`config.mk`:
```
export PLATFORM = sky130hd
export DESIGN_NAME = consulta_linha_flat
export DESIGN_NICKNAME = d
export VERILOG_FILES = /design/src/rtl/consulta_linha_pkg.sv /design/src/rtl/consulta_linha_if.sv /design/src/rtl/consulta_linha_calcula_idade.sv /design/src/rtl/consulta_linha.sv /design/src/flat_wrapper.sv
export SDC_FILE = /design/constraint.sdc
export NUM_CORES = 1
export LEC_CHECK = 0
export ABC_AREA = 1
export BUFFER_PORTS_ARGS = -buffer_cell sky130_fd_sc_hd__buf_2
export CORE_MARGIN = 1
export CORE_UTILIZATION = 25
export CTS_CLUSTER_SIZE = 16
export DETAILED_ROUTE_END_ITERATION = 12
export PLACE_DENSITY = 0.49
export SYNTH_ARGS = -nofsm -noshare
export SYNTH_HDL_FRONTEND = slang
export SYNTH_HIERARCHICAL = 1
export SYNTH_SLANG_ARGS = --single-unit
```
`constraint.sdc`:
```
create_clock -name clk -period 16.2 [get_ports clk]
set_input_delay 3.24 -clock clk [delete_from_list [all_inputs] [get_ports clk]]
set_output_delay 3.24 -clock clk [all_outputs]
set_load 0.005 [all_outputs]
```
`src/rtl/consulta_linha_pkg.sv`:
```
// Shared line layout for the time-windowed bloom table: field positions, sizes
// and extraction helpers used by both the query engine and the line-update path.
package consulta_linha_pkg;

    localparam int DATA_WIDTH      = 72;
    localparam int NUM_BUCKETS     = 14;
    localparam int BUCKET_SZ       = 4;
    localparam int BITS_SHIFT      = 4;
    localparam int BLOOM_INIT_POS  = 16;
    localparam int LOOP_W          = BLOOM_INIT_POS - BITS_SHIFT;
    localparam int SRAM_ADDR_WIDTH = 19;
    localparam int COUNT_W         = 8;

    typedef enum logic [1:0] {
        ST_IDLE = 2'd0,
        ST_READ = 2'd1,
        ST_EVAL = 2'd2,
        ST_RESP = 2'd3
    } estado_t;

    typedef logic [DATA_WIDTH-1:0] linha_t;

    function automatic logic [LOOP_W-1:0] stamp_loop(input linha_t l);
        return l[LOOP_W-1:0];
    endfunction

    function automatic logic [BITS_SHIFT-1:0] stamp_bucket(input linha_t l);
        return l[BLOOM_INIT_POS-1 -: BITS_SHIFT];
    endfunction

    // Bucket 0 is the oldest, bucket NUM_BUCKETS-1 the newest.
    function automatic logic [BUCKET_SZ-1:0] get_bucket(input linha_t l, input int idx);
        return l[BLOOM_INIT_POS + idx*BUCKET_SZ +: BUCKET_SZ];
    endfunction

endpackage

```
`src/rtl/consulta_linha_if.sv`:
```
// Query, SRAM read port and result handshakes of the query engine.
interface consulta_linha_if;
    import consulta_linha_pkg::*;

    logic                       q_valid;
    logic                       q_ready;
    logic [SRAM_ADDR_WIDTH-1:0] q_addr;
    logic                       rd_req;
    logic [SRAM_ADDR_WIDTH-1:0] rd_addr;
    logic                       rd_ack;
    logic [DATA_WIDTH-1:0]      rd_data;
    logic                       r_valid;
    logic                       r_ready;
    logic                       r_hit;
    logic [COUNT_W-1:0]         r_count;
    logic [BITS_SHIFT-1:0]      r_live;

    modport master (
        output q_valid, q_addr, rd_ack, rd_data, r_ready,
        input  q_ready, rd_req, rd_addr, r_valid, r_hit, r_count, r_live
    );

    modport slave (
        input  q_valid, q_addr, rd_ack, rd_data, r_ready,
        output q_ready, rd_req, rd_addr, r_valid, r_hit, r_count, r_live
    );

endinterface

```
`src/rtl/consulta_linha_calcula_idade.sv`:
```
// Virtual ageing of a line stamp against the current time base: produces the
// number of expired buckets and the mask of buckets still inside the window.
module calcula_idade
    import consulta_linha_pkg::*;
(
    input  logic [BITS_SHIFT-1:0]  data_bucket,
    input  logic [LOOP_W-1:0]      data_loop,
    input  logic [BITS_SHIFT-1:0]  cur_bucket,
    input  logic [LOOP_W-1:0]      cur_loop,
    output logic [BITS_SHIFT-1:0]  age,
    output logic [NUM_BUCKETS-1:0] live_mask
);

    logic [LOOP_W-1:0] loop_diff_s;
    logic [5:0]        age_raw_s;
    logic [5:0]        cur_ext_s;
    logic [5:0]        data_ext_s;

    // Age from stamp/time difference, clamped to [0, NUM_BUCKETS]
    always_comb begin
        loop_diff_s = cur_loop - data_loop;
        cur_ext_s   = {2'b00, cur_bucket};
        data_ext_s  = {2'b00, data_bucket};
        age_raw_s   = 6'd0;
        if (loop_diff_s == {LOOP_W{1'b0}}) begin
            if (cur_ext_s >= data_ext_s) begin
                age_raw_s = cur_ext_s - data_ext_s;
            end else begin
                age_raw_s = 6'd0;
            end
        end else if (loop_diff_s == LOOP_W'(1)) begin
            // A corrupt stamp above NUM_BUCKETS must not wrap into a huge age.
            if ((cur_ext_s + 6'(NUM_BUCKETS)) >= data_ext_s) begin
                age_raw_s = cur_ext_s + 6'(NUM_BUCKETS) - data_ext_s;
            end else begin
                age_raw_s = 6'd0;
            end
        end else begin
            age_raw_s = 6'(NUM_BUCKETS);
        end

        if (age_raw_s > 6'(NUM_BUCKETS)) begin
            age = BITS_SHIFT'(NUM_BUCKETS);
        end else begin
            age = age_raw_s[BITS_SHIFT-1:0];
        end
    end

    // The lowest 'age' buckets are expired
    always_comb begin
        live_mask = {NUM_BUCKETS{1'b0}};
        for (int i = 0; i < NUM_BUCKETS; i++) begin
            live_mask[i] = ({1'b0, BITS_SHIFT'(i)} >= {1'b0, age});
        end
    end

endmodule

```
`src/rtl/consulta_linha.sv`:
```
// Read-side query engine: fetches one bloom line, ages it virtually against the
// current time base and reports hit, live-count sum and live-bucket count.
module consulta_linha
    import consulta_linha_pkg::*;
(
    input  logic                  clk,
    input  logic                  reset,
    input  logic [BITS_SHIFT-1:0] cur_bucket,
    input  logic [LOOP_W-1:0]     cur_loop,
    consulta_linha_if.slave       bus
);

    estado_t                    state_q, state_d;
    logic                       q_ready_q, q_ready_d;
    logic                       rd_req_q, rd_req_d;
    logic                       r_valid_q, r_valid_d;
    logic [SRAM_ADDR_WIDTH-1:0] rd_addr_q, rd_addr_d;
    linha_t                     line_q, line_d;
    logic [BITS_SHIFT-1:0]      cb_q, cb_d;
    logic [LOOP_W-1:0]          cl_q, cl_d;
    logic                       r_hit_q, r_hit_d;
    logic [COUNT_W-1:0]         r_count_q, r_count_d;
    logic [BITS_SHIFT-1:0]      r_live_q, r_live_d;

    logic [BITS_SHIFT-1:0]      age_s;
    logic [NUM_BUCKETS-1:0]     live_mask_s;
    logic [BUCKET_SZ-1:0]       bucket_s;
    logic [COUNT_W-1:0]         count_s;
    logic                       hit_s;

    calcula_idade u_idade (
        .data_bucket (stamp_bucket(line_q)),
        .data_loop   (stamp_loop(line_q)),
        .cur_bucket  (cb_q),
        .cur_loop    (cl_q),
        .age         (age_s),
        .live_mask   (live_mask_s)
    );

    // Adder tree over live buckets; dead buckets are masked, never cleared
    always_comb begin
        count_s  = {COUNT_W{1'b0}};
        hit_s    = 1'b0;
        bucket_s = {BUCKET_SZ{1'b0}};
        for (int i = 0; i < NUM_BUCKETS; i++) begin
            bucket_s = live_mask_s[i] ? get_bucket(line_q, i) : {BUCKET_SZ{1'b0}};
            count_s  = count_s + COUNT_W'(bucket_s);
            hit_s    = hit_s | (|bucket_s);
        end
    end

    // Next-state and registered-output logic
    always_comb begin
        state_d   = state_q;
        rd_addr_d = rd_addr_q;
        line_d    = line_q;
        cb_d      = cb_q;
        cl_d      = cl_q;
        r_hit_d   = r_hit_q;
        r_count_d = r_count_q;
        r_live_d  = r_live_q;
        case (state_q)
            ST_IDLE: begin
                if (bus.q_valid && q_ready_q) begin
                    rd_addr_d = bus.q_addr;
                    state_d   = ST_READ;
                end else begin
                    state_d   = ST_IDLE;
                end
            end
            ST_READ: begin
                // Time base is sampled together with the data it ages
                if (bus.rd_ack) begin
                    line_d  = bus.rd_data;
                    cb_d    = cur_bucket;
                    cl_d    = cur_loop;
                    state_d = ST_EVAL;
                end else begin
                    state_d = ST_READ;
                end
            end
            ST_EVAL: begin
                r_hit_d   = hit_s;
                r_count_d = count_s;
                r_live_d  = BITS_SHIFT'(NUM_BUCKETS) - age_s;
                state_d   = ST_RESP;
            end
            ST_RESP: begin
                if (bus.r_ready) begin
                    state_d = ST_IDLE;
                end else begin
                    state_d = ST_RESP;
                end
            end
            default: begin
                state_d = ST_IDLE;
            end
        endcase
        q_ready_d = (state_d == ST_IDLE);
        rd_req_d  = (state_d == ST_READ);
        r_valid_d = (state_d == ST_RESP);
    end

    // State and output registers
    always_ff @(posedge clk) begin
        if (reset) begin
            state_q   <= ST_IDLE;
            q_ready_q <= 1'b0;
            rd_req_q  <= 1'b0;
            r_valid_q <= 1'b0;
            rd_addr_q <= {SRAM_ADDR_WIDTH{1'b0}};
            line_q    <= {DATA_WIDTH{1'b0}};
            cb_q      <= {BITS_SHIFT{1'b0}};
            cl_q      <= {LOOP_W{1'b0}};
            r_hit_q   <= 1'b0;
            r_count_q <= {COUNT_W{1'b0}};
            r_live_q  <= {BITS_SHIFT{1'b0}};
        end else begin
            state_q   <= state_d;
            q_ready_q <= q_ready_d;
            rd_req_q  <= rd_req_d;
            r_valid_q <= r_valid_d;
            rd_addr_q <= rd_addr_d;
            line_q    <= line_d;
            cb_q      <= cb_d;
            cl_q      <= cl_d;
            r_hit_q   <= r_hit_d;
            r_count_q <= r_count_d;
            r_live_q  <= r_live_d;
        end
    end

    assign bus.q_ready = q_ready_q;
    assign bus.rd_req  = rd_req_q;
    assign bus.rd_addr = rd_addr_q;
    assign bus.r_valid = r_valid_q;
    assign bus.r_hit   = r_hit_q;
    assign bus.r_count = r_count_q;
    assign bus.r_live  = r_live_q;

endmodule

```
`src/flat_wrapper.sv`:
```
// flat-port wrapper written by rule: the top's interface ports become plain ports
module consulta_linha_flat import consulta_linha_pkg::*;
  (clk, reset, cur_bucket, cur_loop, bus_q_valid, bus_q_addr, bus_rd_ack, bus_rd_data, bus_r_ready, bus_q_ready, bus_rd_req, bus_rd_addr, bus_r_valid, bus_r_hit, bus_r_count, bus_r_live);
  consulta_linha_if bus_i ();
  input  logic clk;
  input  logic reset;
  input  logic [BITS_SHIFT-1:0] cur_bucket;
  input  logic [LOOP_W-1:0] cur_loop;
  input wire logic [$bits(bus_i.q_valid)-1:0] bus_q_valid;
  input wire logic [$bits(bus_i.q_addr)-1:0] bus_q_addr;
  input wire logic [$bits(bus_i.rd_ack)-1:0] bus_rd_ack;
  input wire logic [$bits(bus_i.rd_data)-1:0] bus_rd_data;
  input wire logic [$bits(bus_i.r_ready)-1:0] bus_r_ready;
  output wire logic [$bits(bus_i.q_ready)-1:0] bus_q_ready;
  output wire logic [$bits(bus_i.rd_req)-1:0] bus_rd_req;
  output wire logic [$bits(bus_i.rd_addr)-1:0] bus_rd_addr;
  output wire logic [$bits(bus_i.r_valid)-1:0] bus_r_valid;
  output wire logic [$bits(bus_i.r_hit)-1:0] bus_r_hit;
  output wire logic [$bits(bus_i.r_count)-1:0] bus_r_count;
  output wire logic [$bits(bus_i.r_live)-1:0] bus_r_live;
  assign bus_i.q_valid = bus_q_valid;
  assign bus_i.q_addr = bus_q_addr;
  assign bus_i.rd_ack = bus_rd_ack;
  assign bus_i.rd_data = bus_rd_data;
  assign bus_i.r_ready = bus_r_ready;
  assign bus_q_ready = bus_i.q_ready;
  assign bus_rd_req = bus_i.rd_req;
  assign bus_rd_addr = bus_i.rd_addr;
  assign bus_r_valid = bus_i.r_valid;
  assign bus_r_hit = bus_i.r_hit;
  assign bus_r_count = bus_i.r_count;
  assign bus_r_live = bus_i.r_live;
  consulta_linha u_core (.clk(clk), .reset(reset), .cur_bucket(cur_bucket), .cur_loop(cur_loop), .bus(bus_i));
endmodule
```
==> results.py <==
metrics = {
    "clocking": {
        "cts_resized": 0,
        "clock_latency_ns": 0.43,
        "cts_buffers": 17,
        "h-tree-depth": 4,
        "cts_max_path_buffers": 2,
        "postCtsSetupRepairBufs": 0,
        "cts_tree": "yes",
        "cts.sinks": 125,
        "ctsHoldBuffers": 0,
        "clkSlewWorstSetupHoldPaths_ns": 0.06,
        "cts_root_buffer": "clkbuf_16",
    },
    "timing": {
        "fin_ws_ns": 8.59,
        "fin_crit_ns": 7.61,
        "rsz0062_at_grt": "no",
        "max_freq_ghz": 0.131,
        "hold_violations": 0,
        "tns_ns": 0,
        "post-route-period-util_pct": 46.9,
        "slew_violations": 0,
        "whs_ns": 0.465,
        "tightest_slew_ns": 0.998,
        "finalSetupViolCount": 0,
        "fin_skew_ns": 0.0124,
        "slew_headroom_pct": 33.5,
    },
    "floorplan": {
        "initial_utilization_pct": 25.7,
        "dieArea_um2": 32400,
        "ios": 147,
        "die_x_um": 180,
        "die_h_um": 180,
        "rows": 64,
        "core_um2": 30900,
    },
    "finish": {
        "antenna_cells": 0,
        "postLayoutCoreUtil_pct": 31.0,
        "nNetsFinal": 1440,
        "finalNonFillerCells": 1652,
        "post_route_cells_drive_above_1_share_pct": 19.0,
        "syn_to_final_growth_pct": 20.8,
    },
    "logic_synthesis": {
        "syn_area_per_cell_um2": 7.13,
        "synthesis.area_um2": 7930,
        "yosysWarnings": 6,
        "synth_seq_cells": 125,
        "synth_cell_types": 38,
        "syn_inst": 1113,
        "synth_top_area_share_pct": 31.6,
        "synth_area_leaders": "dfxtp_1 (32%), nand2_1 (16%), fa_1 (12%)",
        "syn_nets": 1310,
        "synth_seq_area_share_pct": 31.6,
        "yosys.area.top_type": "dfxtp_1",
    },
    "global_route": {
        "grt_max_degree": 92,
        "antenna_found_initial": 0,
        "grt_pass1_vias": 7363,
        "grt_usage_pct": 14.6,
        "grt_pass1_wl_um": 37700,
        "grt_remaining_overflow": 0,
    },
    "critical_path": {
        "crit_slowest_cell": "fa_1",
        "crit_fanout": 10,
        "slowest_delay_ns": 0.55,
        "endpoint_kind": "flop",
        "arrival_ns": 7.93,
        "cp.required_ns": 16.52,
        "crit_type": "reg -> reg",
        "crit_path_start_kind": "flop",
    },
    "pwr": {
        "power_leakage_nw": 4.83,
        "p_per_area_nw_per_um2": 96.7,
        "peakVddDrop_mv": 0.0717,
    },
    "place": {
        "placed_cells": 1620,
        "pre_cts_slack_ns": 8.67,
        "port_buffers": 146,
        "hpwl_um": 17600,
        "place_congestion": 0.883,
    },
    "drt": {
        "first_pass_iters": 5,
        "ant_nets": 0,
        "avgRoutedWirePerCell_um": 13.7,
        "routed_wl_um": 22600,
        "via_per_inst": 4.38,
        "drc": 0,
        "vias": 7229,
        "drt-initial-drc-count": 399,
    },
    "status": {
        "status": "finished clean",
    },
    "run": {
        "drv_cap": 0,
    },
    "min_path": {
        "hold_class": "reg -> reg",
    },
}
synth_stat cells:
master / number
nand2_4: 1
buf_1: 1
buf_8: 1
inv_1: 148
dfxtp_1: 125
ha_1: 39
xor2_1: 6
nand3_1: 44
nand2_8: 1
nand3_4: 2
buf_6: 4
nand2_2: 21
o21ai_1: 2
a211oi_1: 1
a31oi_1: 1
xnor2_1: 2
nand4_1: 16
buf_2: 19
nand3_2: 1
clkbuf_1: 13
or3_1: 1
nor2_8: 1
nand3b_1: 2
o21bai_1: 1
nor2_1: 98
nand2_1: 347
nor2_2: 5
nor3_1: 4
nand4_2: 1
inv_4: 2
a21oi_4: 1
a21oi_1: 102
nor3b_1: 1
inv_2: 10
a21oi_2: 11
o21ai_0: 31
nor3_4: 1
fa_1: 46
critical path, delay by kind of cell (launching register included):
kind	cells	cell delay, ns
buffers and inverters	8	0.58
and+or+nand+nor	11	1.10
adders and majority gates	9	4.16
AOI/OAI and AO/OA	5	0.92
DFF	1	0.40
xor gates and xnor gates	2	0.32
per-stage QoR:
| stage | power [W] | cell area [µm²] |
|---|---|---|
| finish | 0.000927 | 9580 |
| global route | 0.000982 | 9580 |
| CTS | 0.000941 | 9580 |
| detailed placement | 0.000542 | 8990 |
| global placement | 0.000539 | 8990 |
| floorplan | 0.000483 | 7930 |
cells in the final DEF (no fill, tap or decap), types with 11 or more instances in the layout:
cell type / netlist / routed
a21oi_1: 102 / 102
o21ai_0: 31 / 31
nand2_2: 21 / 21
nor2_1: 98 / 98
fa_1: 46 / 46
dfxtp_1: 125 / 125
inv_1: 148 / 148
ha_1: 39 / 39
nand3_1: 44 / 43
buf_2: 19 / 145
a21oi_2: 11 / 11
nand2_1: 347 / 347
clkbuf_16: 0 / 17
nand4_1: 16 / 16
routing by layer:
layer / up-vias / wire (µm) / track usage (%) / part of all wire, %
met4: 0 / 376 / 4.85 / 1.7
met5: - / 0 / 0 / 0
met1: 3309 / 11400 / 19.8 / 51
met3: 25 / 971 / 2.49 / 4.3
li1: 3726 / - / - / -
met2: 169 / 9820 / 23.4 / 43
flip-flops by register name, indices dropped and copies added (netlist names):
register	count
u_core/bus.r_hit	1
u_core/bus.r_live	4
u_core/bus.rd_addr	19
u_core/bus.r_valid	1
u_core/line_q	72
u_core/cb_q	4
u_core/state_q	2
u_core/bus.r_count	8
u_core/bus.q_ready	1
u_core/cl_q	12
u_core/bus.rd_req	1
area by class of cell:
class                           instances  area (µm²)
Tap cell                              396         495
Fill cell                            3470       21300
Multi-Input combinational cell        790        4630
Sequential cell                       125        2500
Clock inverter                         13         153
Clock buffer                           19         443
Timing Repair Buffer                  149         756
Inverter                              160         606
worst paths after layout:
check / end / from / slack, ns / cells past startpoint
worst max-delay path: u_core/bus.r_count[5] / u_core/cb_q[1] / 8.59 / 35
worst min-delay path: u_core/line_q[18] / u_core/line_q[18] / 0.47 / 2
worst max register to register: u_core/bus.r_count[5] / u_core/cb_q[1] / 8.59 / 35
worst min register to register: u_core/line_q[18] / u_core/line_q[18] / 0.47 / 2
power breakdown:
group	leakage [nW]	switching, W	total, W	internal (W)
clock network	0.282	0.000158	0.000392	0.000234
logic	3.53	0.000132	0.000201	0.0000690
registers	1.01	0.00000950	0.000334	0.000324
total	4.83	0.000300	0.000927	0.000627
cell families (layout without fill, tap and decap cells):
family                     after synthesis  count (layout)  synth area share (%)
and+or+nand+nor                        547             547                  29.3
xor gates and xnor gates                 8               8                 0.883
adders and majority gates               85              85                  17.8
AOI/OAI and AO/OA                      150             150                  10.2
DFF                                    125             125                  31.6
buffers and inverters                  198             341                  10.3
(Power assumes the default switching activity.)
